File: src/rtl/motor_enable_pkg.sv
// Shared types and helpers for the multi-channel motor enable controller.
package motor_enable_pkg;

  typedef enum logic [1:0] {
    EN_IDLE,
    EN_CONT,
    EN_MOVE,
    EN_HOLD
  } en_state_t;

  // Hold counter width: enough bits to hold HOLD_CYCLES, never narrower than 1.
  function automatic int unsigned hold_cnt_w(input int unsigned hold_cycles);
    int unsigned w;
    w = $clog2(hold_cycles + 1);
    return (w == 0) ? 1 : w;
  endfunction

endpackage

File: src/rtl/motor_enable_chan.sv
// One motor channel: enable FSM with counted-move step counter and
// post-motion holding-torque counter.
module motor_enable_chan
  import motor_enable_pkg::*;
#(
  parameter int unsigned STEP_W      = 16,
  parameter int unsigned HOLD_CYCLES = 50000
) (
  input  logic              clk_i,
  input  logic              rst_i,
  input  logic              on_switch_i,
  input  logic              move_req_i,
  input  logic [STEP_W-1:0] move_steps_i,
  input  logic              step_tick_i,
  input  logic              fault_i,
  output logic              motor_enable_o,
  output logic              move_busy_o,
  output logic              move_done_o
);

  localparam int unsigned HOLD_W = hold_cnt_w(HOLD_CYCLES);
  localparam logic [HOLD_W-1:0] HOLD_LOAD =
    HOLD_W'((HOLD_CYCLES > 0) ? HOLD_CYCLES - 1 : 0);
  // With no hold phase, motion stop goes straight back to idle.
  localparam en_state_t POST_STATE = (HOLD_CYCLES > 0) ? EN_HOLD : EN_IDLE;

  en_state_t         state_q, state_d;
  logic [STEP_W-1:0] step_q, step_d;
  logic [HOLD_W-1:0] hold_q, hold_d;
  logic              done_d;
  logic              motor_enable_q, move_busy_q, move_done_q;

  // Next-state, counter and done-pulse logic; fault overrides everything.
  always_comb begin
    state_d = state_q;
    step_d  = step_q;
    hold_d  = hold_q;
    done_d  = 1'b0;
    if (fault_i) begin
      state_d = EN_IDLE;
      step_d  = '0;
      hold_d  = '0;
    end else begin
      unique case (state_q)
        EN_IDLE, EN_HOLD: begin
          if (on_switch_i) begin
            state_d = EN_CONT;
            hold_d  = '0;
          end else if (move_req_i && (move_steps_i != '0)) begin
            state_d = EN_MOVE;
            step_d  = move_steps_i;
            hold_d  = '0;
          end else begin
            // A zero-length move completes immediately without leaving the state.
            if (move_req_i) done_d = 1'b1;
            if (state_q == EN_HOLD) begin
              if (hold_q == '0) state_d = EN_IDLE;
              else              hold_d  = hold_q - 1'b1;
            end
          end
        end
        EN_MOVE: begin
          if (step_tick_i) begin
            if (step_q == STEP_W'(1)) begin
              done_d = 1'b1;
              step_d = '0;
              if (on_switch_i) begin
                state_d = EN_CONT;
              end else begin
                state_d = POST_STATE;
                hold_d  = HOLD_LOAD;
              end
            end else begin
              step_d = step_q - 1'b1;
            end
          end
        end
        EN_CONT: begin
          if (!on_switch_i) begin
            state_d = POST_STATE;
            hold_d  = HOLD_LOAD;
          end
        end
        default: state_d = EN_IDLE;
      endcase
    end
  end

  // State, counters and registered outputs derived from the next state.
  always_ff @(posedge clk_i) begin
    if (rst_i) begin
      state_q        <= EN_IDLE;
      step_q         <= '0;
      hold_q         <= '0;
      motor_enable_q <= 1'b0;
      move_busy_q    <= 1'b0;
      move_done_q    <= 1'b0;
    end else begin
      state_q        <= state_d;
      step_q         <= step_d;
      hold_q         <= hold_d;
      motor_enable_q <= (state_d != EN_IDLE);
      move_busy_q    <= (state_d == EN_MOVE);
      move_done_q    <= done_d;
    end
  end

  assign motor_enable_o = motor_enable_q;
  assign move_busy_o    = move_busy_q;
  assign move_done_o    = move_done_q;

endmodule

File: src/rtl/motor_enable_ctrl.sv
// Multi-channel stepper-driver enable controller: independent channels
// sharing clock, reset and a global fault.
module motor_enable_ctrl
  import motor_enable_pkg::*;
#(
  parameter int unsigned NUM_CH      = 2,
  parameter int unsigned STEP_W      = 16,
  parameter int unsigned HOLD_CYCLES = 50000
) (
  input  logic                     clk,
  input  logic                     rst,
  input  logic [NUM_CH-1:0]        on_switch,
  input  logic [NUM_CH-1:0]        move_req,
  input  logic [NUM_CH*STEP_W-1:0] move_steps,
  input  logic [NUM_CH-1:0]        step_tick,
  input  logic                     fault,
  output logic [NUM_CH-1:0]        motor_enable,
  output logic [NUM_CH-1:0]        move_busy,
  output logic [NUM_CH-1:0]        move_done
);

  for (genvar i = 0; i < NUM_CH; i++) begin : g_chan
    motor_enable_chan #(
      .STEP_W      (STEP_W),
      .HOLD_CYCLES (HOLD_CYCLES)
    ) u_chan (
      .clk_i          (clk),
      .rst_i          (rst),
      .on_switch_i    (on_switch[i]),
      .move_req_i     (move_req[i]),
      .move_steps_i   (move_steps[i*STEP_W +: STEP_W]),
      .step_tick_i    (step_tick[i]),
      .fault_i        (fault),
      .motor_enable_o (motor_enable[i]),
      .move_busy_o    (move_busy[i]),
      .move_done_o    (move_done[i])
    );
  end

endmodule

File: config.mk
export PLATFORM = sky130hd
export DESIGN_NAME = motor_enable_ctrl
export DESIGN_NICKNAME = d
export VERILOG_FILES = /design/src/rtl/motor_enable_pkg.sv /design/src/rtl/motor_enable_chan.sv /design/src/rtl/motor_enable_ctrl.sv
export SDC_FILE = /design/constraint.sdc
export NUM_CORES = 1
export LEC_CHECK = 0
export ABC_CLOCK_PERIOD_IN_PS = 2150
export BUFFER_PORTS_ARGS = -buffer_cell sky130_fd_sc_hd__buf_2
export CAP_MARGIN = 20
export CORE_ASPECT_RATIO = 1.25
export CORE_MARGIN = 1
export CORE_UTILIZATION = 48
export DETAILED_ROUTE_END_ITERATION = 8
export PLACE_DENSITY_LB_ADDON = 0.25
export RECOVER_POWER = 50
export SYNTH_ARGS = -nofsm -noshare
export SYNTH_HDL_FRONTEND = slang
export SYNTH_HIERARCHICAL = 1
export SYNTH_SLANG_ARGS = --single-unit
File: constraint.sdc
create_clock -name clk -period 2.15 [get_ports clk]
set_input_delay 0.215 -clock clk [delete_from_list [all_inputs] [get_ports clk]]
set_output_delay 0.215 -clock clk [all_outputs]
set_load 0.05 [all_outputs]
==> impl_metrics.yaml, run 1 <==
logic_synthesis:
  synth_ff_type: "dfxtp_1"
  netlist_area_um2: 5041
  synth_edf_count: 0
  synth_warnings: 6
  syn_inst: 655
  synthArstFlopShare_pct: 0
  syn_nets: 712
  synth_cell_type_count: 80
  avgSynthCellArea_um2: 7.696
  yosysSeqAreaShare_pct: 29.39
  ys_ff_latch: 74
clock_network:
  cts_buffers: 9
  cts_tree: "yes"
  h-tree-depth: 3
  clk_pin_slew_worst_paths_ns: 0.06
  cts-hold-fix-buffers: 0
  cts_sinks: 74
  clk_latency_ns: 0.34
  clock_path_buffers: 2
  cts-root-buf: "clkbuf_16"
min_path:
  holdPathEnd: "g_chan[1].u_chan/step_q[1]$_SDFFE_PP0P_"
  min_path_cells: 3
  hold_class: "input port to register"
  min_from: "move_steps[17]"
timing:
  min_period_ns: 2.093
  post-route-period-util_pct: 97.36
  fin_setup_tns_ns: 0
  finalMaxSlewViolations: 0
  worstMarginPinSlew_ns: 0.6327
  timing.slew.headroom_pct: 58.00
  max_freq_ghz: 0.4777
  finalHoldViolCount: 0
  setup_viol: 0
  setup_slack_ns: 0.05682
  finalClockSkew_ns: 0.004571
die:
  rows: 41
  core-area_um2: 10160
  initial_core_util_pct: 49.63
  die_area_um2: 10920
  pin_count: 47
  die_w_um: 93.66
  die_y_um: 116.6
finish:
  nets: 863
  layout.cells.non_filler: 940
  final_cell_area_um2: 6670
  drive_above_1_share_pct: 29.22
  diodes: 0
  area.growth.synth_to_final_pct: 32.32
global_route:
  grt_busiest_layer: "met2"
  grt_use_met1_pct: 35.04
  antenna_found_initial: 0
  grt_max_degree: 24
  grt_remaining_overflow: 0
  first_global_vias: 5536
  grt_pass1_wl_um: 25850
  track_usage_pct: 29.82
  grt_use_met2_pct: 53.28
  grt_use_met3_pct: 4.818
power_and_ir_drop:
  p_leak_nw: 2.703
  power.density_nw_per_um2: 647.6
  finalPower_mw: 4.319
  peakVddDrop_mv: 0.3740
placement:
  dp_hpwl_um: 11610
  placed_area_um2: 6238
  dp_cells: 919
  post-place-ws_ns: -0.2312
  port_buffers: 46
  gp_congestion: 0.9693
route:
  drc_errors: 0
  drtIter0Drc: 353
  routedWlPerCell_um: 17.63
  vias: 6023
  drt-total-wl_um: 16580
  dr.pass1.iters: 5
  antenna_left: 0
  viasPerCell: 6.407
critical_path:
  r2r-end: "g_chan[0].u_chan/hold_q[8]$_SDFFE_PP0P_"
  reg2regPathDepth: 8
  critPathKind: "register to register"
  required_ns: 2.35
  cp_data_arrival_time_ns: 2.30
  start_kind: "register"
  rrSetupSlack_ns: 0.06
  rr_startpoint: "g_chan[0].u_chan/hold_q[6]$_SDFFE_PP0P_"
  worstPathMaxFanout: 7
  crit_path_end_kind: "register"
run_status:
  outcome: "completed"
run:
  maxCapViolCount: 0
==> cell usage after synthesis, drive strengths merged (5+ instances only) <==
| library cell | n | area share, % |
|---|---|---|
| nor2b | 7 | 0.87 |
| or3 | 7 | 0.87 |
| nand4 | 10 | 1.2 |
| o21ai | 61 | 6.1 |
| clkbuf | 27 | 2.0 |
| nand2 | 41 | 3.1 |
| o32ai | 5 | 0.87 |
| a31oi | 9 | 1.1 |
| nor4b | 8 | 1.6 |
| o31ai | 6 | 0.89 |
| nor2 | 51 | 3.9 |
| xnor2 | 6 | 1.0 |
| nand3 | 17 | 1.8 |
| o2bb2ai | 6 | 1.0 |
| o22ai | 5 | 0.62 |
| dfxtp | 74 | 29 |
| inv | 23 | 1.7 |
| buf | 6 | 0.69 |
| nor4 | 36 | 5.1 |
| o41ai | 5 | 1.0 |
| or2 | 6 | 0.79 |
| a2bb2oi | 5 | 0.87 |
| a211oi | 14 | 2.4 |
| or4 | 20 | 3.3 |
| nor3 | 30 | 3.1 |
| o211ai | 14 | 2.1 |
| ha | 16 | 4.0 |
| a21oi | 75 | 7.4 |
==> flip-flops by register name, summed over array words and instances (netlist names) <==
name,flops
g_chan.u_chan/step_q,32
g_chan.u_chan/state_q,4
g_chan.u_chan/move_done_o,2
g_chan.u_chan/move_busy_o,2
g_chan.u_chan/hold_q,32
g_chan.u_chan/motor_enable_o,2
==> metrics by stage <==
stage	hold slack [ns]	utilization, %
floorplan	0.3388	-
global placement	0.4711	61.42
detailed placement	0.4797	61.42
CTS	0.1793	64.67
global route	0.1920	65.67
finish	0.1819	65.67
==> report_power, final <==
group          leakage [nW]  total [mW]  switching (mW)  internal, mW
clock network         0.142        1.50           0.606         0.891
logic                  1.96        1.35           0.744         0.601
registers             0.601        1.48          0.0531          1.42
total                  2.70        4.32            1.40          2.92
==> cell families (layout without fill, tap and decap cells) <==
kind of cell,after synthesis,count (layout),share of synthesized area (%)
AND/OR/NAND/NOR,254,254,28.89
AO/OA/AOI/OAI,245,245,31.65
flip-flops,74,74,29.39
buffers and inverters,57,213,4.517
adder cells (fa/ha/maj),16,16,3.971
XOR/XNOR,8,8,1.390
multiplexers,1,1,0.1986
==> routing by layer <==
layer,wire length (um),part of all wire [%]
met1,6637,40
met2,8183,49
met3,1252,7.6
met4,502,3.0
met5,0,0
==> layout by cell type (no fill, tap or decap), types with 5 or more instances in the layout <==
cell type	instances
a31oi_1	9
o211ai_1	14
o31ai_1	6
or2_2	5
nand3_1	16
nor3_1	28
nor2b_1	7
ha_1	13
nand2_1	39
o2bb2ai_1	6
a211oi_1	12
a21oi_1	74
clkbuf_1	9
o22ai_1	5
inv_1	23
or4_4	9
dfxtp_1	72
nor2_2	5
xnor2_1	6
o21ai_0	59
nor4_1	32
nand4_1	10
buf_2	40
nor2_1	46
or4_1	11
or3_1	7
buf_4	117
clkbuf_16	9
==> critical path, cell delays in order, from the launching register on <==
cell and delay [ns]:
dfxtp_1 0.31, buf_4 0.15, nor4_1 0.48, buf_4 0.21
and4_1 0.23, o211ai_1 0.12, buf_4 0.19, a21oi_1 0.19
nor4_1 0.07
==> repair_timing <==
action,4_1_cts,5_1_grt
setup endpoints to repair,23,43
hold endpoints to repair,0,0
resized for setup,9,25
gates cloned,0,1
pin swaps,1,3
setup buffers,1,3
==> how the worst max path moves through the flow <==
stage	start	to	slack, ns	cells past startpoint
floorplan	g_chan[1].u_chan/state_q[0]$_SDFF_PP0_	g_chan[1].u_chan/step_q[14]$_SDFFE_PP0P_	0.003	10
global placement	move_steps[19]	g_chan[1].u_chan/hold_q[15]$_SDFFE_PP0P_	-0.17	8
detailed placement	move_steps[19]	g_chan[1].u_chan/hold_q[15]$_SDFFE_PP0P_	-0.23	8
CTS	g_chan[0].u_chan/hold_q[0]$_SDFFE_PP0P_	g_chan[0].u_chan/hold_q[15]$_SDFFE_PP0P_	0.007	6
global route	g_chan[0].u_chan/state_q[0]$_SDFF_PP0_	g_chan[0].u_chan/step_q[6]$_SDFFE_PP0P_	-0.03	9
finish	g_chan[0].u_chan/hold_q[6]$_SDFFE_PP0P_	g_chan[0].u_chan/hold_q[8]$_SDFFE_PP0P_	0.06	8
==> layout make-up <==
type	instances	area, um2
fillers	874	3487
multi-input cells	524	3473
flip-flops and latches	74	1484
repair buffers	173	1175
clock buffers	10	229.0
well taps	129	161.4
inverters	24	90.09
clock inverters	6	57.56
(Power assumes the default switching activity.)
==> run 2, diff against run 1 <==
--- a/config.mk
+++ b/config.mk
@@ -14,4 +14,5 @@
 export DETAILED_ROUTE_END_ITERATION = 8
-export PLACE_DENSITY_LB_ADDON = 0.25
+export PLACE_DENSITY_LB_ADDON = 0.15
 export RECOVER_POWER = 50
+export SKIP_LAST_GASP = 1
 export SYNTH_ARGS = -nofsm -noshare
==> constraint.sdc (replaced) <==
create_clock -name clk -period 2.15 [get_ports clk]
set_input_delay 0.43 -clock clk [delete_from_list [all_inputs] [get_ports clk]]
set_output_delay 0.43 -clock clk [all_outputs]
set_load 0.05 [all_outputs]
==> run 2 against run 1 <==
Against the previous run: the run now ends with setup timing left; worst setup slack worse by 0.088 ns; clock skew up 0.0018 ns; combinational power up 7%; core utilization up 3.1 points; clock power up 4%; cell area up 4.7%; highest routed layer unchanged; largest cell class unchanged; critical endpoint is now g_chan[0].u_chan/hold_q[15]$_SDFFE_PP0P_; sequential share of layout area down 1.0 points; wire length down 0.37%; fmax down 4.1%; via count up 1.2%; total power up 3.7%.
==> impl_metrics.yaml, run 2 (synthesized netlist as in run 1, its figures left out) <==
run_status:
  outcome: "finished with violations"
  violations: "setup timing"
die:
  core-area_um2: 10160
  die_y_um: 116.6
  rows: 41
  die_w_um: 93.66
  die_area_um2: 10920
  initial_core_util_pct: 49.63
  pin_count: 47
route:
  viasPerCell: 6.361
  drc_errors: 0
  dr.pass1.iters: 6
  antenna_left: 0
  drtIter0Drc: 389
  vias: 6094
  routedWlPerCell_um: 17.24
  drt-total-wl_um: 16510
critical_path:
  critPathKind: "register to register"
  rr_startpoint: "g_chan[0].u_chan/hold_q[0]$_SDFFE_PP0P_"
  cp-startpoint: "g_chan[0].u_chan/hold_q[0]$_SDFFE_PP0P_"
  reg2regPathDepth: 6
  cp_data_arrival_time_ns: 2.46
  worstPathMaxFanout: 4
  crit_path_end_kind: "register"
  crit_end: "g_chan[0].u_chan/hold_q[15]$_SDFFE_PP0P_"
  required_ns: 2.42
  start_kind: "register"
  r2r-end: "g_chan[0].u_chan/hold_q[15]$_SDFFE_PP0P_"
  rrSetupSlack_ns: -0.03
placement:
  dp_hpwl_um: 11660
  post-place-ws_ns: -0.4464
  port_buffers: 46
  gp_congestion: 0.9361
timing:
  fin_setup_tns_ns: -0.07270
  finalHoldViolCount: 0
  max_freq_ghz: 0.4584
  post-route-period-util_pct: 101.5
  setup_viol: 3
  min_period_ns: 2.182
  setup_slack_ns: -0.03168
  worstMarginPinSlew_ns: 0.6071
  timing.slew.headroom_pct: 59.70
  finalClockSkew_ns: 0.006333
  finalMaxSlewViolations: 0
  rsz0062_at_grt: "yes"
global_route:
  antenna_found_initial: 0
  track_usage_pct: 30.01
  grt_pass1_wl_um: 26050
  first_global_vias: 5722
  grt_remaining_overflow: 0
  grt_max_degree: 23
clock_network:
  clk_latency_ns: 0.34
  cts-hold-fix-buffers: 0
  cts_tree: "yes"
  clk_pin_slew_worst_paths_ns: 0.06
  cts_sinks: 74
  clock_path_buffers: 2
  cts_buffers: 9
  cts-root-buf: "clkbuf_16"
  h-tree-depth: 3
finish:
  drive_above_1_share_pct: 32.57
  reg_top3: "g_chan.u_chan/hold_q: 32 flops, g_chan.u_chan/step_q: 32 flops, g_chan.u_chan/state_q: 4 flops"
  mostFrequentLayoutCells: "buf_4 (137), dfxtp_1 (74), a21oi_1 (71)"
  nets: 881
  area.growth.synth_to_final_pct: 38.60
  layout_commonest_cell: "buf_4"
  diodes: 0
  utilization_pct: 68.79
power_and_ir_drop:
  power.density_nw_per_um2: 640.9
  p_leak_nw: 2.861
  peakVddDrop_mv: 0.4043
min_path:
  hold_class: "input port to register"
  min_path_cells: 3
run:
  maxCapViolCount: 0
run 2: cell types whose count changed in the layout (fill, tap and decap cells not counted), sizes merged:
cell    before  now
buf        160  182
clkbuf      23   19
clkinv       5    3
inv         23   24
o41a         2    3
run 2: routing by layer:
layer | track usage (%) | vias to the layer above | wire length, um
met2 | 53.58 | 283 | 8249
met1 | 34.82 | 2861 | 6640
met4 | 15.38 | 0 | 564
met3 | 4.362 | 55 | 1059
li1 | - | 2895 | -
met5 | 0 | - | 0
run 2: worst min path at each step:
stage / endpoint / start
detailed placement: g_chan[0].u_chan/step_q[14]$_SDFFE_PP0P_ / g_chan[0].u_chan/step_q[14]$_SDFFE_PP0P_
CTS: g_chan[1].u_chan/step_q[0]$_SDFFE_PP0P_ / move_steps[16]
global placement: g_chan[1].u_chan/hold_q[9]$_SDFFE_PP0P_ / g_chan[1].u_chan/hold_q[9]$_SDFFE_PP0P_
finish: g_chan[1].u_chan/step_q[12]$_SDFFE_PP0P_ / move_steps[28]
floorplan: g_chan[1].u_chan/hold_q[12]$_SDFFE_PP0P_ / g_chan[1].u_chan/hold_q[12]$_SDFFE_PP0P_
global route: g_chan[1].u_chan/step_q[12]$_SDFFE_PP0P_ / move_steps[28]
run 2: layout make-up:
cell class,count,area [um2]
fillers,854,3171
inverters,24,90.09
flip-flops and latches,74,1481
multi-input cells,525,3592
clock inverters,5,52.55
clock buffers,11,252.7
well taps,129,161.4
repair buffers,190,1356
run 2: where the power goes:
part	switching, mW	internal, mW
registers	0.0489	1.42
clock network	0.607	0.956
logic	0.775	0.667
total	1.43	3.05
run 2: worst max-delay path, cell delays in order, from the launching register on:
cell and delay [ns]:
dfxtp_1 0.31, buf_4 0.14, or4_4 0.56, or4_4 0.47
nor4b_1 0.33, o21ai_0 0.15, o22ai_1 0.15
run 2: stage by stage:
| stage | cell area [um2] | hold WS (ns) | instances | power [mW] |
|---|---|---|---|---|
| after floorplan | 5116 | 0.4554 | 655 | 2.265 |
| after global placement | 6416 | 0.4718 | 932 | 2.775 |
| after detailed placement | 6416 | 0.4843 | 932 | 2.794 |
| after CTS | 6753 | 0.3735 | 950 | 4.380 |
| after global routing | 6987 | 0.3755 | 958 | 4.667 |
| final | 6987 | 0.3640 | 958 | 4.478 |
run 2: repair_timing:
item / 4_1_cts / 5_1_grt
setup buffers: 2 / 6
resized for setup: 5 / 42
pin swaps: 3 / 8
cloned: 0 / 2
endpoints found under the hold margin: 0 / 0
setup endpoints to repair: 25 / 62
==> run 3, diff against run 2 <==
GPL_TIMING_DRIVEN = 0   (was not set)
==> run 3 against run 2 <==
Against the previous run: the flow still finishes with violations (setup timing); register-to-register slack better by 0.04 ns; global-route usage grew 0.71 points; cell count is 9.0% lower; total power is 4.6% lower; die area is the same; via count fell by 2.6%; core utilization is 5.0 points lower; sequential cell count unchanged; critical path depth up 1; first-iteration DRC count grew 18%; cell area fell by 7.3%; sequential share of layout area increased by 1.9 points; largest cell class unchanged.
==> impl_metrics.yaml, run 3 (synthesized netlist as in run 1, its figures left out) <==
power_and_ir_drop:
  power.density_nw_per_um2: 660.1
  p_leak_nw: 2.427
  peakVddDrop_mv: 0.4010
  finalPower_mw: 4.274
critical_path:
  cpPeakStageDelay_ns: 0.54
  critPathKind: "input port to register"
  cpMaxStageDelayCell: "or4_4"
  worstPathCellList: "buf_6 -> or4_4 -> o41a_1 -> or2_4 -> a211oi_4 -> nand2_2 -> o41ai_2"
  rr_startpoint: "g_chan[1].u_chan/step_q[1]$_SDFFE_PP0P_"
  crit_path_end_kind: "register"
  critPathTopFamily: "compound AO/OA/AOI/OAI gates"
  r2r-end: "g_chan[1].u_chan/hold_q[11]$_SDFFE_PP0P_"
  reg2regPathDepth: 8
  cp_data_arrival_time_ns: 2.50
  critPathBufInv: 1
  worstPathMaxFanout: 7
  rrSetupSlack_ns: 0.01
  start_kind: "input port"
  required_ns: 2.39
timing:
  timing.hold.ws_ns: 0.3961
  worstMarginPinSlew_ns: 0.7452
  timing.slew.headroom_pct: 49.87
  finalHoldViolCount: 0
  min_period_ns: 2.256
  post-route-period-util_pct: 104.9
  fin_setup_tns_ns: -0.3571
  max_freq_ghz: 0.4433
  rsz0062_at_grt: "yes"
  finalClockSkew_ns: 0.006452
  setup_viol: 6
  finalMaxSlewViolations: 0
  setup_slack_ns: -0.1056
finish:
  utilization_pct: 63.75
  diodes: 0
  drive_above_1_share_pct: 27.73
  mostFrequentLayoutCells: "a21oi_1 (67), dfxtp_1 (65), nor2_1 (46)"
  regArea_um2: 1498
  num-fill-cells: 881
  nets: 795
  reg_top3: "g_chan.u_chan/hold_q: 32 flops, g_chan.u_chan/step_q: 32 flops, g_chan.u_chan/state_q: 4 flops"
  multi_input_area_um2: 3777
  final_cell_area_um2: 6475
  layout.cells.non_filler: 872
  layout_commonest_cell: "a21oi_1"
  area.growth.synth_to_final_pct: 28.44
global_route:
  grt_max_degree: 13
  grt_pass1_wl_um: 26600
  first_global_vias: 5470
  antenna_found_initial: 0
  grt_remaining_overflow: 0
  track_usage_pct: 30.72
placement:
  post-place-ws_ns: -0.6181
  gp_congestion: 0.9637
  port_buffers: 46
  placed_area_um2: 5508
  dp_hpwl_um: 11160
  dp_cells: 830
clock_network:
  cts_sinks: 74
  cts_buffers: 9
  clk_latency_ns: 0.34
  clock_path_buffers: 2
  h-tree-depth: 3
  cts_tree: "yes"
  cts-root-buf: "clkbuf_16"
  clk_pin_slew_worst_paths_ns: 0.06
die:
  die_area_um2: 10920
  initial_core_util_pct: 49.63
  die_y_um: 116.6
  pin_count: 47
  die_w_um: 93.66
  core-area_um2: 10160
  rows: 41
min_path:
  holdPathEnd: "g_chan[1].u_chan/step_q[13]$_SDFFE_PP0P_"
  min_path_cells: 3
  min_from: "move_steps[29]"
  hold_class: "input port to register"
route:
  drtIter0Drc: 459
  viasPerCell: 6.808
  antenna_left: 0
  drt-total-wl_um: 17030
  drc_errors: 0
  routedWlPerCell_um: 19.53
  vias: 5937
  dr.pass1.iters: 7
run_status:
  violations: "setup timing"
  outcome: "finished with violations"
run:
  maxCapViolCount: 0
run 3: cell count changes in the layout (fill, tap and decap cells not counted), moves of 7 or more:
cell      delta
dfxtp_1      -9
dfxtp_2      +7
o21ai_0     -12
o21ai_1     +10
buf_4      -110
clkbuf_1    +16
run 3: timing repair:
| action | 4_1_cts | 5_1_grt |
|---|---|---|
| resized for setup | 54 | 90 |
| pin swaps | 10 | 25 |
| hold endpoints to repair | 0 | 0 |
| setup buffers | 17 | 11 |
| gates cloned | 1 | 0 |
| hold buffers | 0 | 0 |
| endpoints found under the setup margin | 71 | 69 |
run 3: report_power, final:
| group | total [mW] | internal [mW] | leakage (nW) | switching (mW) |
|---|---|---|---|---|
| combinational | 1.30 | 0.537 | 1.68 | 0.762 |
| clock | 1.48 | 0.872 | 0.141 | 0.603 |
| sequential | 1.50 | 1.42 | 0.605 | 0.0755 |
| total | 4.27 | 2.83 | 2.43 | 1.44 |
run 3: layout make-up:
| type | count | area share (%) |
|---|---|---|
| multi-input cells | 524 | 58.34 |
| clock inverters | 4 | 0.3865 |
| repair buffers | 74 | 7.014 |
| flip-flops and latches | 74 | 23.13 |
| inverters | 24 | 1.488 |
| clock buffers | 12 | 4.116 |
| well taps | 129 | 2.493 |
| plain buffers | 31 | 3.034 |
run 3: worst max path at each step:
stage | from | to | slack [ns] | cells past startpoint
after floorplan | move_steps[19] | g_chan[1].u_chan/hold_q[11]$_SDFFE_PP0P_ | -0.13 | 6
after global placement | move_steps[16] | g_chan[1].u_chan/hold_q[6]$_SDFFE_PP0P_ | -0.59 | 6
after detailed placement | move_steps[16] | g_chan[1].u_chan/hold_q[6]$_SDFFE_PP0P_ | -0.62 | 6
after CTS | move_steps[19] | g_chan[1].u_chan/hold_q[11]$_SDFFE_PP0P_ | -0.06 | 7
after global routing | move_steps[19] | g_chan[1].u_chan/hold_q[4]$_SDFFE_PP0P_ | -0.13 | 8
final | move_steps[19] | g_chan[1].u_chan/hold_q[11]$_SDFFE_PP0P_ | -0.11 | 7
run 3: per-layer routing:
metal	up-vias	global-route usage [%]	wire [um]
li1	2733	-	-
met1	2776	37.11	6672
met2	363	53.24	8363
met3	65	5.208	1389
met4	0	14.15	608
met5	-	0	0
run 3: worst reg2reg max path: stages (launching register included):
cell,delay (ns)
dfxtp_1,0.35
inv_1,0.09
ha_1,0.16
nor4b_4,0.22
nand4_1,0.26
a22oi_2,0.37
o21ai_2,0.19
o211ai_1,0.27
o41ai_2,0.11
